### src/rtl/el2_dccm_scrub.sv
// el2_dccm_scrub: background DCCM ECC scrubber that reads, checks and rewrites corrected words
module el2_dccm_scrub #(
  parameter int DCCM_BITS        = 16,
  parameter int DCCM_FDATA_WIDTH = 39,
  parameter int INTV_W           = 16
) (
  input  logic                        clk,
  input  logic                        rst,
  input  logic                        scrub_en,
  input  logic [INTV_W-1:0]           scrub_interval,
  input  logic                        core_busy,
  input  logic                        core_wren,
  input  logic [DCCM_BITS-1:0]        core_wr_addr,
  output logic                        dccm_rden,
  output logic                        dccm_wren,
  output logic [DCCM_BITS-1:0]        dccm_rd_addr,
  output logic [DCCM_BITS-1:0]        dccm_wr_addr,
  output logic [DCCM_FDATA_WIDTH-1:0] dccm_wr_data,
  input  logic                        dec_single_err,
  input  logic                        dec_double_err,
  input  logic [DCCM_FDATA_WIDTH-1:0] dec_corr_data,
  output logic [15:0]                 scrub_sb_cnt,
  output logic                        scrub_db_err,
  output logic [DCCM_BITS-1:0]        scrub_db_addr,
  output logic                        scrub_pass_done
);
  typedef enum logic [1:0] {IDLE, RD, CHK, WR} state_t;
  state_t state, state_nx;
  logic [INTV_W-1:0] cnt;
  logic [DCCM_BITS-1:0] scrub_addr;
  logic hit, adv, inc, wrap;
  // A core write to the word being scrubbed makes our corrected copy stale
  assign hit  = core_wren && (core_wr_addr[DCCM_BITS-1:2] == scrub_addr[DCCM_BITS-1:2]);
  assign wrap = &scrub_addr[DCCM_BITS-1:2];
  assign dccm_rd_addr = scrub_addr;
  assign dccm_wr_addr = scrub_addr;
  // Next state and DCCM strobes; strobes only fire when the core leaves the port free
  always_comb begin
    state_nx  = state;
    adv       = 1'b0;
    inc       = 1'b0;
    dccm_rden = 1'b0;
    dccm_wren = 1'b0;
    case (state)
      IDLE: if (scrub_en && cnt == '0) state_nx = RD;
      RD: begin
        if (!scrub_en) state_nx = IDLE;
        else if (!core_busy) begin
          dccm_rden = 1'b1;
          state_nx  = CHK;
        end
      end
      CHK: begin
        if (dec_single_err && !dec_double_err && !hit) state_nx = WR;
        else adv = 1'b1;
      end
      WR: begin
        if (hit) adv = 1'b1;
        else if (!core_busy) begin
          dccm_wren = 1'b1;
          inc       = 1'b1;
          adv       = 1'b1;
        end
      end
      default: state_nx = IDLE;
    endcase
    if (adv) state_nx = IDLE;
  end
  // State, interval timer, scrub pointer and status registers
  always_ff @(posedge clk or posedge rst) begin
    if (rst) begin
      state           <= IDLE;
      cnt             <= '0;
      scrub_addr      <= '0;
      scrub_sb_cnt    <= '0;
      scrub_db_err    <= 1'b0;
      scrub_db_addr   <= '0;
      scrub_pass_done <= 1'b0;
      dccm_wr_data    <= '0;
    end else begin
      state           <= state_nx;
      cnt             <= (state != IDLE && state_nx == IDLE) ? scrub_interval :
                         (state == IDLE && scrub_en && cnt != '0) ? cnt - INTV_W'(1) : cnt;
      scrub_pass_done <= adv && wrap;
      scrub_db_err    <= state == CHK && dec_double_err;
      if (adv) scrub_addr <= scrub_addr + DCCM_BITS'(4);
      if (state == CHK && dec_double_err) scrub_db_addr <= scrub_addr;
      if (state == CHK && dec_single_err && !dec_double_err) dccm_wr_data <= dec_corr_data;
      if (inc && scrub_sb_cnt != 16'hFFFF) scrub_sb_cnt <= scrub_sb_cnt + 16'd1;
    end
  end
endmodule

### config.mk
export PLATFORM = sky130hd
export DESIGN_NAME = el2_dccm_scrub
export DESIGN_NICKNAME = d
export VERILOG_FILES = /design/src/rtl/el2_dccm_scrub.sv
export SDC_FILE = /design/constraint.sdc
export NUM_CORES = 1
export LEC_CHECK = 0
export BUFFER_PORTS_ARGS = -buffer_cell sky130_fd_sc_hd__buf_4
export CELL_PAD_IN_SITES_DETAIL_PLACEMENT = 0
export CELL_PAD_IN_SITES_GLOBAL_PLACEMENT = 1
export CORE_MARGIN = 2
export CORE_UTILIZATION = 38
export CTS_CLUSTER_DIAMETER = 200
export DETAILED_ROUTE_END_ITERATION = 12
export GPL_TIMING_DRIVEN = 0
export PLACE_DENSITY_LB_ADDON = 0.2
export REMOVE_ABC_BUFFERS = 1
export SLEW_MARGIN = 0
export SYNTH_ARGS = -nofsm -noshare
export SYNTH_HDL_FRONTEND = slang
export SYNTH_SLANG_ARGS = --single-unit
### constraint.sdc
create_clock -name clk -period 3.2 [get_ports clk]
set_input_delay 0.16 -clock clk [delete_from_list [all_inputs] [get_ports clk]]
set_output_delay 0.16 -clock clk [all_outputs]
set_load 0.03 [all_outputs]
==> flow_summary_export.csv <==
group,metric,value,unit
run_status,run_status,"complete, no violations",
clock_tree,cts_root_buffer,"clkbuf_16",
logic_synthesis,synth.avg_cell_area,12.4,um2
floorplan,core_region_area,12600,um2
logic_synthesis,post_synth_edffs,0,
route,drt_pass1_iterations,4,
final_layout,most_frequent_standard_cell_in_the_layout_excluding_fill_and_tap_cells,"buf_4",
clock_tree,htree_levels,3,
route,detail-route-antenna-nets,0,
sta,worst_slew_margin_rel,47.5,%
place,hpwl_after_dpl,7.93,mm
worst_hold_path,min_delay_path_depth,2,
setup_path,rr_endpoint,"cnt[9]",
sta,finalCriticalPeriod,2790,ps
route,post_drt_via_cell_ratio,4.65,
worst_hold_path,worstHoldPathType,"primary input to flip-flop",
sta,max_slew.worst_pin.slew,786,ps
setup_path,cell_with_the_largest_stage_delay_on_the_worst_path,"nor4_4",
logic_synthesis,synth-seq-area-share,53.1,%
final_layout,layout_common_cells,"buf_4 (177), dfrtp_1 (103), mux2_2 (67), xnor2_1 (36), xor2_1 (21)",
logic_synthesis,synth_cell_types,42,
floorplan,fp.dieArea,13700,um2
floorplan,placement_rows,41,
sta,post-route-worst-setup-slack,409,ps
place,detailedPlace.worstSlack,356,ps
floorplan,floorplan.io_pins,185,
clock_tree,tritoncts.num_buffers,9,
clock_tree,cts_setup_buffers,0,
sta,grt_setup_unrepaired,"false",
power_and_ir_drop,power_density,502,nW/um2
global_routing,grt.total_usage,16.0,%
power_and_ir_drop,leakage,3.33,nW
worst_hold_path,hold_start,"dec_corr_data[15]",
global_routing,grt_max_degree,60,
clock_tree,clock_path_buffers,2,
route,route.final.wire_length,10.5,mm
setup_path,timing.critical_path.from_type,"flip-flop",
clock_tree,clock_tree_from_tritoncts,"done",
route,detail_route.wirelength.met1,4.53,mm
clock_tree,clkSinkCount,103,
route,met2_length,5.12,mm
setup_path,worstReg2RegStart,"dccm_rd_addr[8]",
place,gp_congestion,0.738,
final_layout,num_antenna_cells,0,
clock_tree,post_cts_hold_buffer_count,1,
logic_synthesis,syn_area,4850,um2
global_routing,grt_antenna_before_repair,0,
setup_path,critical_path_s_top_delay_family,"simple AND/OR/NAND/NOR gates",
global_routing,grt_pass1_vias,3263,
final_layout,num-nets-final,638,
worst_hold_path,whs_endpoint,"dccm_wr_data[15]",
logic_synthesis,synth_flop_cell,"dfrtp_1",
logic_synthesis,synthCells,391,
route,highest_routing_layer_actually_used,"met4",
setup_path,critical_path.n_buffers_inverters,0,
route,drt-wirelength-per-cell,14.4,um
final_layout,syn2layout_area_growth,36.1,%
floorplan,die_width,117,um
global_routing,first_pass_grt_wire_length,16.6,mm
route,wl_met3,691,um
clock_tree,worstSkewPairLatency,360,ps
sta,final.setup_skew,7.92,ps
final_layout,final_layout_size_suffix_gt1_share,48.8,%
route,routed_via_count,3406,
setup_path,rrSetupSlack,410,ps
sta,setup-violations-final,0,
clock_tree,post_cts.resized_instances,0,
setup_path,crit_path_cell_trace,"xnor2_1 -> nand4_1 -> nor4_4 -> o21ai_2 -> a21oi_4 -> mux2_2",
global_routing,global_route.overflow_total,0,
sta,max_clock_freq,358,MHz
floorplan,dieHeight,117,um
clock_tree,path_clk_slew,70,ps
route,drtIter0Drc,92,
place,buffer_ports.inserted,176,
place,post_dp_cell_area,6270,um2
sta,hold_viol_final,0,
setup_path,critical_path.max_fanout,16,
setup_path,end_kind,"flip-flop",
logic_synthesis,synthArstFlopShare,100,%
logic_synthesis,number_of_synthesis_warnings,0,
setup_path,max_stage_delay,680,ps
final_layout,fillers,1127,
sta,finalCritPeriodShare,87.2,%
power_and_ir_drop,design_power_total,0.00331,W
setup_path,cp_data_arrival_time,3030,ps
setup_path,r2r.worst_path.cells,6,
setup_path,setup.worst_path.class,"flip-flop to flip-flop",
floorplan,initial_utilization,38.6,%
logic_synthesis,ys_ff_latch,103,
sta,finalMaxSlewViolations,0,
job,maxCapViolations,0,
setup_path,cp_data_required_time,3440,ps
final_layout,finalInstanceArea,6610,um2
power_and_ir_drop,worst_ir_drop_vdd,0.458,mV
route,drc,0,
==> power by group <==
group          internal (W)  switching (W)
clock              0.000691       0.000494
combinational      0.000302       0.000285
sequential          0.00143       0.000110
total               0.00242       0.000889
==> routing by layer <==
metal	vias up	track usage (%)
met5	-	0
met4	0	7.29
met3	11	3.91
met2	105	25.2
met1	1644	20.9
li1	1646	-
==> cell families after synthesis <==
| kind of cell | synth area share (%) |
|---|---|
| AOI/OAI and AO/OA | 2.48 |
| xor gates and xnor gates | 10.3 |
| adders and majority gates | 1.03 |
| buffers and inverters | 5.05 |
| DFF | 53.1 |
| muxes | 16.2 |
| other | 0.0773 |
| and+or+nand+nor | 11.8 |
==> metrics by stage <==
stage	utilization, %	hold WS, ps	instances	setup TNS, ps
floorplan	-	312	364	-46350
global placement	49.4	393	712	-220200
detailed placement	49.9	359	716	0
CTS	52.6	13.5	733	0
global route	52.6	15.6	733	0
finish	52.6	30.3	733	0
==> worst max-delay path by stage <==
stage | end | from | slack [ps] | depth (start not counted)
detailed placement | cnt[9] | dccm_rd_addr[5] | 360 | 6
CTS | cnt[9] | dccm_rd_addr[5] | 340 | 6
finish | cnt[9] | dccm_rd_addr[8] | 410 | 6
floorplan | cnt[0] | state[1] | -1200 | 6
global route | cnt[9] | dccm_rd_addr[8] | 130 | 6
global placement | cnt[9] | state[1] | -2560 | 6
==> registers in the layout, summed over array words and instances (netlist names) <==
signal	cells
scrub_db_err	1
scrub_db_addr	14
scrub_pass_done	1
cnt	16
dccm_rd_addr	14
scrub_sb_cnt	16
dccm_wr_data	39
state	2
==> layout make-up <==
class / instances / area, um2 / area share (%)
clock buffer: 10 / 229 / 3.47
clock inverter: 6 / 93.8 / 1.42
timing repair buffer: 181 / 1390 / 21.1
multi-input combinational: 250 / 2050 / 31.1
inverter: 11 / 43.8 / 0.663
tap: 172 / 215 / 3.26
sequential: 103 / 2580 / 39.0
==> cell usage after synthesis (6+ instances only) <==
cell type / count / share of area, %
xnor2_1: 36 / 6.5
and3_1: 6 / 0.77
dfrtp_1: 103 / 53
buf_4: 20 / 3.1
nor2_1: 20 / 1.5
nand4_1: 7 / 0.90
mux2_2: 67 / 16
inv_1: 11 / 0.85
nand3_1: 12 / 1.2
nor3_1: 7 / 0.72
xor2_1: 21 / 3.8
clkbuf_1: 9 / 0.70
nand2_1: 17 / 1.3
Note: power is estimated with default switching activity, not from simulation.
